## src/rtl/systolic_ctrl.sv

```systemverilog
// systolic_ctrl: holds A/B tiles, feeds them skewed into a DIM x DIM
// output-stationary array, drains, captures C and returns it row by row.
module systolic_ctrl #(
   parameter int DATA_W    = 16,
   parameter int DIM       = 4,
   parameter int K_MAX     = 8,
   parameter int DRAIN_CYC = 2 * DIM
) (
   input  logic                             clk,
   input  logic                             rst_n,
   input  logic [$clog2(K_MAX+1)-1:0]       cfg_k,
   input  logic                             start,
   output logic                             busy,
   output logic                             done,
   input  logic                             a_wr_en,
   input  logic [$clog2(DIM)-1:0]           a_wr_row,
   input  logic [$clog2(K_MAX)-1:0]         a_wr_k,
   input  logic [DATA_W-1:0]                a_wr_data,
   input  logic                             b_wr_en,
   input  logic [$clog2(DIM)-1:0]           b_wr_col,
   input  logic [$clog2(K_MAX)-1:0]         b_wr_k,
   input  logic [DATA_W-1:0]                b_wr_data,
   output logic                             wr_rejected,
   output logic [DIM*DATA_W-1:0]            arr_a,
   output logic [DIM*DATA_W-1:0]            arr_b,
   output logic                             arr_valid,
   input  logic [DIM*DIM*2*DATA_W-1:0]      arr_c,
   output logic                             res_valid,
   input  logic                             res_ready,
   output logic [$clog2(DIM)-1:0]           res_row,
   output logic [DIM*2*DATA_W-1:0]          res_data
);

   localparam int RW    = $clog2(DIM);
   localparam int KW    = $clog2(K_MAX);
   localparam int CW    = $clog2(K_MAX+1);
   localparam int TW    = $clog2(K_MAX+DIM);
   localparam int DCW   = $clog2(DRAIN_CYC+1);
   localparam int DW2   = 2 * DATA_W;
   localparam int ROW_W = DIM * DW2;

   typedef enum logic [1:0] {
      S_IDLE,
      S_FEED,
      S_DRAIN,
      S_OUT
   } state_t;

   state_t                  r_state;
   logic [DATA_W-1:0]       r_a [DIM][K_MAX];
   logic [DATA_W-1:0]       r_b [K_MAX][DIM];
   logic [CW-1:0]           r_k;
   logic [TW-1:0]           r_t;
   logic [DCW-1:0]          r_dc;
   logic [RW-1:0]           r_row;
   logic [DIM*ROW_W-1:0]    r_res;
   logic                    r_busy;
   logic                    r_done;
   logic                    r_rej;
   logic                    r_arr_valid;
   logic                    r_res_valid;
   logic [DIM*DATA_W-1:0]   r_arr_a;
   logic [DIM*DATA_W-1:0]   r_arr_b;
   logic [ROW_W-1:0]        r_res_data;

   logic [DIM*DATA_W-1:0]   w_feed_a;
   logic [DIM*DATA_W-1:0]   w_feed_b;
   logic [CW-1:0]           w_k;
   logic [RW-1:0]           w_row_nx;
   logic                    w_idle;
   logic                    w_last_t;

   assign w_idle   = (r_state == S_IDLE);
   assign w_k      = (cfg_k > CW'(K_MAX)) ? CW'(K_MAX) : cfg_k;
   assign w_row_nx = r_row + 1'b1;
   assign w_last_t = (int'(r_t) == int'(r_k) + DIM - 2);

   // Operand for row i / column j at skew step t is element t-i / t-j.
   always_comb begin
      w_feed_a = '0;
      w_feed_b = '0;
      for (int i = 0; i < DIM; i++) begin
         if (int'(r_t) >= i && int'(r_t) - i < int'(r_k)) begin
            w_feed_a[i*DATA_W +: DATA_W] = r_a[i][KW'(int'(r_t) - i)];
            w_feed_b[i*DATA_W +: DATA_W] = r_b[KW'(int'(r_t) - i)][i];
         end
      end
   end

   always_ff @(posedge clk or negedge rst_n) begin
      if (!rst_n) begin
         r_state     <= S_IDLE;
         r_k         <= '0;
         r_t         <= '0;
         r_dc        <= '0;
         r_row       <= '0;
         r_res       <= '0;
         r_busy      <= 1'b0;
         r_done      <= 1'b0;
         r_rej       <= 1'b0;
         r_arr_valid <= 1'b0;
         r_res_valid <= 1'b0;
         r_arr_a     <= '0;
         r_arr_b     <= '0;
         r_res_data  <= '0;
      end else begin
         r_done <= 1'b0;
         r_rej  <= (a_wr_en || b_wr_en) && !w_idle;
         // Tile storage has no reset so contents persist across resets.
         if (w_idle && a_wr_en && int'(a_wr_k) < K_MAX)
            r_a[a_wr_row][a_wr_k] <= a_wr_data;
         if (w_idle && b_wr_en && int'(b_wr_k) < K_MAX)
            r_b[b_wr_k][b_wr_col] <= b_wr_data;
         unique case (r_state)
            S_IDLE: begin
               if (start) begin
                  r_k    <= w_k;
                  r_busy <= 1'b1;
                  if (w_k == '0) begin
                     r_state     <= S_OUT;
                     r_res       <= '0;
                     r_res_data  <= '0;
                     r_row       <= '0;
                     r_res_valid <= 1'b1;
                  end else begin
                     r_state <= S_FEED;
                     r_t     <= '0;
                  end
               end
            end
            S_FEED: begin
               r_arr_valid <= 1'b1;
               r_arr_a     <= w_feed_a;
               r_arr_b     <= w_feed_b;
               if (w_last_t) begin
                  r_state <= S_DRAIN;
                  r_dc    <= '0;
               end else begin
                  r_t <= r_t + 1'b1;
               end
            end
            S_DRAIN: begin
               r_arr_valid <= 1'b0;
               r_arr_a     <= '0;
               r_arr_b     <= '0;
               if (r_dc == DCW'(DRAIN_CYC)) begin
                  r_state     <= S_OUT;
                  r_res       <= arr_c;
                  r_res_data  <= arr_c[0 +: ROW_W];
                  r_row       <= '0;
                  r_res_valid <= 1'b1;
               end else begin
                  r_dc <= r_dc + 1'b1;
               end
            end
            S_OUT: begin
               if (res_ready) begin
                  if (r_row == RW'(DIM-1)) begin
                     r_state     <= S_IDLE;
                     r_res_valid <= 1'b0;
                     r_done      <= 1'b1;
                     r_busy      <= 1'b0;
                  end else begin
                     r_row      <= w_row_nx;
                     r_res_data <= r_res[int'(w_row_nx)*ROW_W +: ROW_W];
                  end
               end
            end
         endcase
      end
   end

   assign busy        = r_busy;
   assign done        = r_done;
   assign wr_rejected = r_rej;
   assign arr_a       = r_arr_a;
   assign arr_b       = r_arr_b;
   assign arr_valid   = r_arr_valid;
   assign res_valid   = r_res_valid;
   assign res_row     = r_row;
   assign res_data    = r_res_data;

endmodule

```

## config.mk

```make
export PLATFORM = sky130hd
export DESIGN_NAME = systolic_ctrl
export DESIGN_NICKNAME = d
export VERILOG_FILES = /design/src/rtl/systolic_ctrl.sv
export SDC_FILE = /design/constraint.sdc
export NUM_CORES = 2
export LEC_CHECK = 0
export ABC_AREA = 1
export CAP_MARGIN = 20
export CORE_UTILIZATION = 25
export DETAILED_ROUTE_END_ITERATION = 16
export HOLD_SLACK_MARGIN = 0.05
export PLACE_DENSITY_LB_ADDON = 0.08
export SETUP_SLACK_MARGIN = 0.05
export SLEW_MARGIN = 20
export SYNTH_ARGS = -nofsm -noshare
export SYNTH_HDL_FRONTEND = slang
export SYNTH_SLANG_ARGS = --single-unit
export TNS_END_PERCENT = 5
```

## constraint.sdc

```tcl
create_clock -name clk -period 3.85 [get_ports clk]
set_clock_uncertainty 0.05 [all_clocks]
set_input_delay 0.77 -clock clk [delete_from_list [all_inputs] [get_ports clk]]
set_output_delay 0.77 -clock clk [all_outputs]
set_load 0.01 [all_outputs]
```

# [Word level (Yosys, flattened, before mapping)]
# Memories as Yosys holds them, arrays and structs flattened.
# Cells that the tools add are included.
[totals] register_bits=789 mem_bits_rw=1024 output_inout_bits=263 elab_cells=163 memories=2
[mem_list] name="r_a" depth=4 width=128 read_ports=4 rd_clocked_by_memory_dff=0 write_ports=1 line_no="50" text="logic [DATA_W-1:0] r_a [DIM][K_MAX];"
[mem_list] name="r_b" depth=8 width=64 read_ports=4 rd_clocked_by_memory_dff=0 write_ports=1 line_no="51" text="logic [DATA_W-1:0] r_b [K_MAX][DIM];"
[classes] addsub=8 magnitude_cmp=16 n_eq_ne=16 n_shift=1 mux=73 n_bitwise=6 n_reduce_logical=27
[ops] operator="$mux 512" n=3
[ops] operator="$pmux 512 s2" n=1
[ops] operator="$mux 128" n=6
[ops] operator="$shiftx 512x10->128" n=1
[ops] operator="$pmux 128 s3" n=1
[ops] operator="$mux 16" n=18
[ops] operator="$pmux 64 s2" n=2
[ops] operator="$bmux 16 s3" n=4
[ops] operator="$lt 32x5->1" n=3
[ops] operator="$mux 64" n=1
[ops] operator="$demux 16 s3" n=1
[ops] operator="$demux 16 s2" n=1
[ops] operator="$mux 4" n=6
[ops] operator="$mux 2" n=11
[ops] operator="$ne 2x2->1 const B" n=9
[ops] operator="$ge 3x4->1 const B" n=4
[ops] operator="$pmux 4 s2" n=2
[ops] operator="$not 3->3" n=4
[ops] operator="$reduce_and 4->1" n=3
[ops] operator="$reduce_and 6->1" n=2
[ops] operator="$mux 1" n=11
[ops] operator="$logic_and 1x1->1" n=10
[ops] operator="$sub 4x2->5 const B" n=2
[ops] operator="$add 4x1->4 const B" n=2
[ops] operator="32 further kinds" n=39

# [Longest topological paths before layout]
[depth] word_depth=7 ltp_mapped=16 ltp_nobuf=12

# [Worst setup path before layout]
# Ideal clock, no wire load.
[synth_timing] path_type="reg-to-reg" start="register r_t[2]" end="register r_arr_a[32], in the netlist arr_a[32]" setup_time_ns=0.066 t_arrival_ns=3.035 required_time_ns=3.734 slack_ns=0.699 stages_incl_launch_ff=16 n_path_buf=6 period_less_slack_ns=3.151 path_cell_list="dfrtp_1 buf_4 inv_1 clkbuf_1 buf_1 ha_1 clkbuf_1 inv_1 clkbuf_1 ha_1 nand2_1 o21ai_0 a21oi_1 clkbuf_1 nand2_1 nand2_1"
[synth_between] elab_chain_len=7 word_cells_on_any_way=10 cone_classes="add/sub (1); order compare (2); mux (5); bitwise (1); reduce/logical (1)"
[synth_lines] item="start, declared" line_no="53" text="logic [TW-1:0] r_t;"
[synth_lines] item="start signal, assigned" line_no="139" text="r_t <= r_t + 1'b1;"
[synth_lines] item="branches (longest 5 deep; another with $lt 32x5->1)"
[synth_lines] item="$mux 16 *" line_no="83" text="if (int'(r_t) >= i && int'(r_t) - i < int'(r_k)) begin"
[synth_lines] item="$pmux 64 s2 *" line_no="114" text="unique case (r_state)"
[synth_lines] item="end signal, assigned" line_no="133" text="r_arr_a <= w_feed_a;"
[synth_lines] item="end, declared" line_no="62" text="logic [DIM*DATA_W-1:0] r_arr_a;"
# Every way passes the cells marked *. The select of a mux whose other input is x is not followed.
# A chain may end at the register's enable or synchronous reset.

# [Final worst setup path]
[layout_timing] start="register r_row[0], in the netlist res_row[0]" end="output port res_row[0]"
[layout_rtl] item="start, declared" line_no="55" text="logic [RW-1:0] r_row;"
[layout_rtl] item="start signal, assigned" line_no="164" text="r_row <= w_row_nx;"
[layout_rtl] item="end, declared" line_no="30" text="output logic [$clog2(DIM)-1:0] res_row,"
# No word-level cell between the ends.

==> results.yml <==
floorplanning:
  start_util_pct: 25.2
  rows: 203
  core_region_area_mm2: 0.306
  die_area_mm2: 0.310
  die_h_um: 557
  die-width_um: 557
  pin_count: 827
route:
  first_iter_violations: 4837
  first_pass_iters: 6
  vias: 59300
  via_per_inst: 4.55
  wl_um: 307000
  drt-wirelength-per-cell_um: 23.6
  drc: 0
  ant_nets: 0
final_layout:
  final_util_pct: 32.0
  final_area_mm2: 0.0981
  drive_gt1_share_pct: 7.36
  finalNetCount: 9291
  fill_cells: 31500
  area_growth_pct: 27.3
yosys:
  synth-main-ff-cell: "edfxtp_1"
  synthesis.area_mm2: 0.0770
  yosysWarningCount: 0
  synth.distinct_cells: 32
  synth_area_per_cell_um2: 9.69
  async_flop_share_pct: 43.5
  syn_nets: 8544
  seq_area_frac_synth_pct: 65.6
  synthCells: 7949
  synth-edff-count: 1024
  synth-seq-cells: 1813
clock_network:
  post_cts_buffers: 0
  cts.sinks: 1813
  cts_tree: "done"
  clock_path_buffers: 4
  cts-resized-gates: 0
  cts_hold_buffers: 1
  insertion_delay_ps: 890
  cts_inserted_buffers: 219
  clkTransAtPathRegs_ps: 50
  htree_levels: 4
  ctsRootBufferMaster: "clkbuf_16"
power_and_ir_drop:
  power_density_mw_per_mm2: 762
  p_leak_nw: 38.0
  peakVddDrop_v: 0.000555
status:
  status: "finished clean"
setup_path:
  cpMaxStageDelayCell: "dfrtp_4"
  critPathLaunchType: "flip-flop"
  arrival_ps: 2480
  max_stage_delay_ps: 640
  path_buf_inv: 2
  cp-end-kind: "output port"
  rrSetupSlack_ps: 690
  critPathTopFamily: "buffers and inverters"
  setup.worst_path.class: "flip-flop to output port"
  path_cells: "buf_4, clkdlybuf4s50_1"
  crit_required_ps: 3030
  worstPathMaxFanout: 18
placement:
  port-buffer-count: 826
  gp_congestion: 0.805
  dpl.hpwl_um: 195000
  placed_area_mm2: 0.0906
global_route:
  grt_start_max_net_pins: 173
  grt-ovfl-total: 0
  grt_antenna_before_repair: 85
  grt_usage_pct: 19.3
  grt_pass1_wl_um: 435000
  grt_pass1_vias: 57700
hold_path:
  hp-class: "input pin to async pin"
timing:
  slew_headroom_pct: 24.4
  fmax_mhz: 303
  rsz0062_at_grt: "no"
  maxSlewViolCount: 0
  hold_viol_final: 0
  layout_min_cycle_time_ps: 3300
  setup_tns_ps: 0
  finalCritPeriodShare_pct: 85.6
  setup_viol_count_final: 0
  worstMarginPinSlew_ps: 1130
run:
  cap_violations: 0
## registers in the layout, indices dropped and copies added, names as in the netlist, 2 cells and up
name,cells
arr_a,64
arr_b,64
r_a,512
r_b,512
r_dc,4
r_k,4
r_res,512
r_state,2
r_t,4
res_data,128
res_row,2
## kinds of logic after synthesis
logic type | share of synthesized area (%)
buffers and inverters | 3.48
XOR/XNOR | 0.0666
flip-flops | 65.6
adder cells (fa/ha/maj) | 0.504
AO/OA/AOI/OAI | 10.2
AND/OR/NAND/NOR | 20.2
## final timing paths
check,depth (start not counted),from,to
min,2,rst_n,arr_a[42]
max reg2reg,10,r_t[1],arr_a[25]
max,2,res_row[0],res_row[0]
min reg2reg,2,arr_b[33],arr_b[33]
max in group asynchronous,4,rst_n,arr_b[26]
min in group clk,3,arr_c[153],r_res[153]
## power breakdown
group	leakage [nW]	internal (W)	switching, W
Sequential	20.0	0.0243	0.00231
Combinational	14.5	0.00884	0.0179
Clock	3.61	0.0127	0.00872
Total	38.0	0.0458	0.0289
## metal layers
layer,global-route usage (%),share of wire [%],vias up,wire length [um]
met4,4.93,2.4,62,7470
met5,0,0.13,-,386
met2,30.0,44,1581,137000
met3,4.13,6.7,395,20600
li1,-,-,28000,-
met1,27.0,46,29200,142000
## through the flow
stage	hold slack [ps]	total power, W	cells	setup slack [ps]
5_1_grt	277	0.0800	13000	411
3_3_place_gp	412	0.0542	12600	575
3_5_place_dp	415	0.0543	12600	590
2_1_floorplan	398	0.0419	7949	699
6_report	337	0.0747	13000	553
4_1_cts	239	0.0762	13000	417
## area by class of cell
cell class / count / area [um^2] / share of cell area, %
clock inverters: 100 / 1190 / 1.22
well taps: 4100 / 5130 / 5.23
flip-flops and latches: 1813 / 50500 / 51.5
multi-input cells: 5523 / 24000 / 24.5
diodes: 37 / 92.6 / 0.0944
inverters: 83 / 349 / 0.356
repair buffers: 1056 / 10600 / 10.9
clock buffers: 306 / 6160 / 6.28
## synth_stat cells, types with 43 or more instances
cell type	instances	share of area, %
buf_4	43	0.42
edfxtp_1	1024	40
or2_2	59	0.48
nand3_1	319	2.1
o21ai_1	206	1.3
o21ai_0	1119	7.3
inv_1	79	0.39
a21boi_1	65	0.63
a21boi_0	64	0.62
dfrtp_1	789	26
buf_2	131	0.85
nor2_1	1431	7.0
clkbuf_1	311	1.5
nand2_1	2162	11
## cell usage in the layout (no fill, tap or decap), types with 17 or more instances in the layout
cell and count:
or2_2 59, clkinv_1 17, clkdlybuf4s50_1 825, clkinv_2 42, o21ai_0 1119, clkbuf_8 31
diode_2 37, a21boi_1 65, o21ai_1 206, dfrtp_1 786, clkbuf_16 221, bufinv_16 23
buf_4 178, nor2_1 1425, a21oi_1 41, buf_12 51, nand2_1 2162, a21boi_0 64
inv_1 74, edfxtp_1 1024, clkbuf_1 54, nand3_1 319, ha_1 27
Power figures use the tool's default switching activity.
